[config.mk]
export PLATFORM = sky130hd
export DESIGN_NAME = ay_bus_sequencer
export DESIGN_NICKNAME = d
export VERILOG_FILES = /design/src/rtl/ay_bus_sequencer.sv
export SDC_FILE = /design/constraint.sdc
export NUM_CORES = 1
export LEC_CHECK = 0
export ABC_AREA = 1
export ABC_CLOCK_PERIOD_IN_PS = 3200
export BUFFER_PORTS_ARGS = -buffer_cell sky130_fd_sc_hd__buf_2
export CAP_MARGIN = 20
export CORE_MARGIN = 3
export CORE_UTILIZATION = 25
export CTS_BUF_LIST = sky130_fd_sc_hd__clkbuf_4
export DETAILED_ROUTE_END_ITERATION = 10
export PLACE_DENSITY_LB_ADDON = 0.25
export SLEW_MARGIN = 5
export SYNTH_ARGS = -nofsm -noshare
export SYNTH_HDL_FRONTEND = slang
export SYNTH_SLANG_ARGS = --single-unit
[constraint.sdc]
create_clock -name clk -period 3.2 [get_ports clk]
set_input_delay 0.48 -clock clk [delete_from_list [all_inputs] [get_ports clk]]
set_output_delay 0.48 -clock clk [all_outputs]
set_load 0.01 [all_outputs]
[src/rtl/ay_bus_sequencer.sv]
// ay_bus_sequencer
// Turns decoded CPU accesses to the AY-3-8910 register and data ports into
// timed AY bus cycles. Each cycle is an address latch, a data write or a data
// read, built from BDIR/BC1 phases. The CPU is held in WAIT until the AY side
// of the cycle has finished.
module ay_bus_sequencer #(
  parameter int LATCH_CYC = 4,
  parameter int WR_CYC    = 5,
  parameter int RD_CYC    = 5,
  parameter int HOLD_CYC  = 1
) (
  input  logic       clk,
  input  logic       reset,
  input  logic       cs_reg,
  input  logic       cs_data,
  input  logic       rd_n,
  input  logic       wr_n,
  input  logic [7:0] cpu_d,
  output logic [7:0] cpu_q,
  output logic       cpu_oe,
  output logic       wait_n,
  output logic [7:0] ay_d,
  output logic       ay_oe,
  input  logic [7:0] ay_q,
  output logic       bdir,
  output logic       bc1
);

  // The counter has to hold the longest phase length minus one. One spare
  // bit is added on top of that.
  localparam int MAX_A   = (LATCH_CYC > WR_CYC) ? LATCH_CYC : WR_CYC;
  localparam int MAX_B   = (RD_CYC > HOLD_CYC) ? RD_CYC : HOLD_CYC;
  localparam int MAX_CYC = (MAX_A > MAX_B) ? MAX_A : MAX_B;
  localparam int CW      = $clog2(MAX_CYC) + 1;

  localparam logic [CW-1:0] CNT_ONE   = CW'(1);
  localparam logic [CW-1:0] CNT_LATCH = CW'(LATCH_CYC - 1);
  localparam logic [CW-1:0] CNT_WR    = CW'(WR_CYC - 1);
  localparam logic [CW-1:0] CNT_RD    = CW'(RD_CYC - 1);
  localparam logic [CW-1:0] CNT_HOLD  = CW'(HOLD_CYC - 1);

  localparam logic [2:0] S_IDLE  = 3'd0;
  localparam logic [2:0] S_LATCH = 3'd1;
  localparam logic [2:0] S_WRITE = 3'd2;
  localparam logic [2:0] S_READ  = 3'd3;
  localparam logic [2:0] S_HOLD  = 3'd4;
  localparam logic [2:0] S_DONE  = 3'd5;

  // The transaction type is latched when the cycle starts. DONE needs it to
  // decide whether read data goes back to the CPU.
  localparam logic [1:0] T_LATCH = 2'd0;
  localparam logic [1:0] T_WRITE = 2'd1;
  localparam logic [1:0] T_READ  = 2'd2;
  localparam logic [1:0] T_REGRD = 2'd3;

  logic [2:0]    state_q, state_d;
  logic [1:0]    txn_q, txn_d;
  logic [CW-1:0] cnt_q, cnt_d;
  logic [7:0]    ayD_q, ayD_d;
  logic [7:0]    cpuQ_q, cpuQ_d;
  logic          stb;

  assign stb = (cs_reg | cs_data) & (~rd_n | ~wr_n);

  // Next-state logic.
  // Write wins when both strobes are low, and cs_data wins over cs_reg.
  // Strobe changes are ignored until the FSM is back in IDLE or DONE.
  always_comb begin
    state_d = state_q;
    txn_d   = txn_q;
    cnt_d   = cnt_q;
    ayD_d   = ayD_q;
    cpuQ_d  = cpuQ_q;
    case (state_q)
      S_IDLE: begin
        if (stb) begin
          ayD_d = cpu_d;
          if (~wr_n) begin
            if (cs_data) begin
              txn_d   = T_WRITE;
              state_d = S_WRITE;
              cnt_d   = CNT_WR;
            end else begin
              txn_d   = T_LATCH;
              state_d = S_LATCH;
              cnt_d   = CNT_LATCH;
            end
          end else if (cs_data) begin
            txn_d   = T_READ;
            state_d = S_READ;
            cnt_d   = CNT_RD;
          end else begin
            txn_d   = T_REGRD;
            cpuQ_d  = 8'hFF;
            state_d = S_DONE;
          end
        end
      end
      S_LATCH, S_WRITE: begin
        if (cnt_q == '0) begin
          state_d = S_HOLD;
          cnt_d   = CNT_HOLD;
        end else begin
          cnt_d = cnt_q - CNT_ONE;
        end
      end
      S_READ: begin
        if (cnt_q == '0) begin
          cpuQ_d  = ay_q;
          state_d = S_DONE;
        end else begin
          cnt_d = cnt_q - CNT_ONE;
        end
      end
      S_HOLD: begin
        if (cnt_q == '0) begin
          state_d = S_DONE;
        end else begin
          cnt_d = cnt_q - CNT_ONE;
        end
      end
      S_DONE: begin
        if (!stb) begin
          state_d = S_IDLE;
        end
      end
      default: begin
        state_d = S_IDLE;
      end
    endcase
  end

  // State registers with synchronous reset. A reset in the middle of a
  // cycle drops the AY phase at once.
  always_ff @(posedge clk) begin
    if (reset) begin
      state_q <= S_IDLE;
      txn_q   <= T_LATCH;
      cnt_q   <= '0;
      ayD_q   <= 8'h00;
      cpuQ_q  <= 8'hFF;
    end else begin
      state_q <= state_d;
      txn_q   <= txn_d;
      cnt_q   <= cnt_d;
      ayD_q   <= ayD_d;
      cpuQ_q  <= cpuQ_d;
    end
  end

  // Bus outputs are decoded from the registered state only. In HOLD,
  // BDIR/BC1 are already inactive while ay_oe is still high.
  assign bdir   = (state_q == S_LATCH) || (state_q == S_WRITE);
  assign bc1    = (state_q == S_LATCH) || (state_q == S_READ);
  assign ay_oe  = (state_q == S_LATCH) || (state_q == S_WRITE) || (state_q == S_HOLD);
  assign wait_n = !((state_q == S_LATCH) || (state_q == S_WRITE) ||
                    (state_q == S_READ)  || (state_q == S_HOLD));
  assign cpu_oe = (state_q == S_DONE) && ((txn_q == T_READ) || (txn_q == T_REGRD)) && !rd_n;
  assign ay_d   = ayD_q;
  assign cpu_q  = cpuQ_q;

endmodule

==> Yosys cells after proc, flatten, opt, wreduce, memory -nomap -nowiden <==
Cells that the tools add are included.
{ "classes": {"muxes": 23, "reduce_logical": 20, "bitwise": 5, "addsub": 1, "n_eq_ne": 16} }
{ "ops": {"columns": ["cell", "count"], "rows": [
  ["$mux 8", 4],
  ["$mux 3", 7],
  ["$mux 4", 5],
  ["$pmux 8 s2", 1],
  ["$ne 2x2->1 const B", 7],
  ["$pmux 3 s4", 1],
  ["$pmux 4 s3", 1],
  ["$reduce_and 4->1", 2],
  ["$eq 3x2->1 const B", 2],
  ["$eq 3x3->1 const B", 2],
  ["$logic_or 1x1->1", 6],
  ["$reduce_and 5->1", 1],
  ["$eq 2x2->1 const B", 2],
  ["$logic_not 4->1", 1],
  ["$mux 2", 2],
  ["$reduce_or 2->1", 2],
  ["$sub 4x1->4 const B", 1],
  ["$eq 3x1->1 const B", 1],
  ["$logic_not 3->1", 1],
  ["$ne 3x3->1 const B", 1],
  ["$reduce_bool 3->1", 1],
  ["$logic_and 1x1->1", 2],
  ["$logic_not 1->1", 2],
  ["$mux 1", 2],
  ["other kinds (6)", 8]
]} }
{ "word_totals": {"ff_bits": 25, "elab_cells": 70, "input_bits": 22} }

==> Depth between registers and ports, before layout <==
{ "logic_depth": {"ltp_word": 5, "depth_mapped": 10, "mapped_depth_nobuf": 10} }

==> Least setup slack after synthesis <==
No wires, ideal clock.
{ "synth_timing": {"kind": "reg2out", "startpoint": "register state_q[2]", "endpoint": "output cpu_oe", "n_path_buf": 0, "t_arrival_ps": 941, "path_stages_with_launch": 5, "path_slack_ps": 1779, "required_time_ps": 2720, "cell_sequence": "dfxtp_1 > inv_2 > nor3_1 > nand2_1 > nor2_1"} }
{ "synth_via": {"elab_chain_len": 3} }
{ "synth_rtl": {"columns": ["item", "line_no", "text"], "rows": [
  ["start: declaration", "56", "logic [2:0] state_q, state_d;"],
  ["start signal: assignment", "143", "state_q <= state_d;"],
  ["$eq 3x3->1", "158", "assign cpu_oe = (state_q == S_DONE) && ((txn_q == T_READ) || (txn_q == T_REGRD)) && !rd_n;"],
  ["$logic_and 1x1->1 (2 in a row)", "158", null],
  ["end: declaration", "20", "output logic cpu_oe,"]
]} }
Every way passes these cells.

==> Worst setup path in the final report <==
Same ends and word-level chain as after synthesis.

==> flow_summary_export.csv <==
group,metric,value,unit
run_status,status,"complete, no violations",
drt,first_iter_violations,64,
place,gp_congestion,0.824,
worst_setup_path,worstSetupEndpointType,"primary output",
floorplan,initial_core_util,27.0,%
power_and_ir_drop,powerDensity,932,nW/um^2
run,drv_cap,0,
drt,drc,0,
drt,ant_nets,0,
synth,synth_async_sr_flop_share,0,%
place,hpwl,2480,um
sta,final-hold-violation-count,0,
finish,final_common_cell,"buf_2",
power_and_ir_drop,ir_drop,0.300,mV
cts,clk_pin_slew,0.13,ns
cts,postCtsSetupRepairBufs,0,
sta,max_freq,0.503,GHz
synth,netlist_area,1340,um^2
place,portBuffers,42,
finish,finalNetCount,263,
floorplan,die_y,79.1,um
cts,root_buffer,"clkbuf_4",
sta,finalMaxSlewViolations,0,
cts,cts_hold_buf,0,
synth,synth_edf_count,0,
floorplan,coreArea,4940,um^2
synth,ys_types,28,
synth,synth_area_per_cell,6.92,um^2
sta,finClkSkew,0.0100,ns
cts,clk_latency,0.31,ns
worst_hold_path,hold_class,"in -> reg",
floorplan,dieArea,6250,um^2
power_and_ir_drop,p_leak,0.828,nW
grt,gr-usage-all-layers,10.4,%
floorplan,rows,25,
synth,yosysWarnings,0,
drt,vias,1292,
worst_setup_path,criticalPathCategory,"reg -> out",
cts,cts_tree,"yes",
synth,syn-instance-count,193,
cts,h-tree-depth,1,
place,dp_slack,1.54,ns
floorplan,ios,43,
grt,grt_pass1_vias,1236,
grt,antenna_found_initial,0,
finish,drive_gt1_share,28.9,%
floorplan,dieWidth,79.1,um
place,dpl_cell_area,1600,um^2
cts,numCtsBuffers,3,
finish,syn_to_final_growth,21.9,%
drt,vias_per_cell,4.28,
sta,layout_min_cycle_time,1.99,ns
cts,cts.path.max_buffers,2,
finish,stdcell_area,1630,um^2
synth,ys_seq_area_share,36.0,%
grt,grt_pass1_wl,5290,um
synth,synth_seq_cells,24,
sta,fin_tns_setup,0,ns
drt,drt_first_pass_iters,4,
sta,fin_crit_sh,62.1,%
cts,cts_resized,0,
sta,rsz0062_at_grt,"no",
worst_setup_path,crit_fanout,8,
finish,final_cell_mix,"buf_2 (42), nor2_1 (37), nand2_1 (36)",
sta,slew_headroom,56.9,%
grt,grt-ovfl-total,0,
sta,worstMarginPinSlew,0.646,ns
finish,antennaDiodeCount,0,
synth,syn-num-nets,220,
grt,grt_max_degree,23,
worst_setup_path,crit_arrival,1.51,ns
finish,fillers,585,
worst_setup_path,startpoint_type,"register",
worst_setup_path,required,2.72,ns
drt,wl_per_cell,10.4,um
sta,finalSetupViolCount,0,
drt,totalWireLength,3150,um
cts,clkSinkCount,24,
synth,ys_dominant_reg_cell,"dfxtp_1",
sta,finalWorstSetupSlack,1.21,ns
-- state kept, by name (all words and copies together) (netlist names) --
signal	count
ay_d	8
cpu_q	8
cnt_q	4
state_q	3
txn_q	1
-- power breakdown --
part	switching (W)	internal, W
Clock	0.0000888	0.0000456
Combinational	0.000555	0.000329
Sequential	0.0000810	0.000418
Total	0.000725	0.000792
-- layer usage --
layer	routed length (um)	part of all wire (%)	track usage (%)
met5	0	0	0
met2	1530	49	17.8
met4	22	0.70	2.58
met3	141	4.5	2.72
met1	1450	46	13.1
-- worst max-delay path, stage by stage (launching register included) --
cell	delay, ns
dfxtp_1	0.46
inv_2	0.12
nor3_1	0.30
nand2_1	0.09
nor2_1	0.09
buf_2	0.13
-- cells in the mapped netlist (3+ instances only) --
master | instances | area (um^2)
nand3_1 | 20 | 100
nand4_1 | 3 | 18.8
nand2_1 | 36 | 135
or2_2 | 8 | 50.1
a21oi_1 | 7 | 35.0
ha_1 | 5 | 62.6
o21ai_0 | 13 | 65.1
nand2_2 | 5 | 31.3
nor2_1 | 37 | 139
dfxtp_1 | 24 | 480
inv_1 | 13 | 48.8
-- cell type report --
type | instances | area, um^2 | share of cell area [%]
well taps | 67 | 83.8 | 5.15
multi-input cells | 148 | 759 | 46.7
clock inverters | 1 | 3.75 | 0.231
inverters | 16 | 60.1 | 3.69
flip-flops and latches | 24 | 480 | 29.5
repair buffers | 43 | 218 | 13.4
clock buffers | 3 | 22.5 | 1.38
-- stage by stage --
step                hold WS [ns]  std cells  power, W  util, %
floorplan                  0.475        193   0.00117        -
global placement           0.437        298   0.00141     32.4
detailed placement         0.439        298   0.00140     32.4
CTS                        0.335        302   0.00154     32.9
global route               0.341        302   0.00169     32.9
finish                     0.347        302   0.00152     32.9
-- path summary, 6_finish.rpt --
check / from / end / slack [ns] / cells past startpoint
setup / recovery: state_q[2] / cpu_oe / 1.21 / 5
hold / removal: reset / cnt_q[2] / 0.35 / 2
setup reg to reg: state_q[0] / cpu_q[2] / 1.52 / 6
hold reg to reg: cpu_q[6] / cpu_q[6] / 0.47 / 2
-- cells by family (layout without fill, tap and decap cells) --
family	after synthesis	after routing	synth area share (%)
flops	24	24	36.0
buf+inv	21	63	7.12
xor+xnor	1	1	0.656
compound gates	22	22	8.53
simple gates	120	120	43.0
fa+ha+maj	5	5	4.69
No activity file was read; power rests on OpenSTA's default activity.
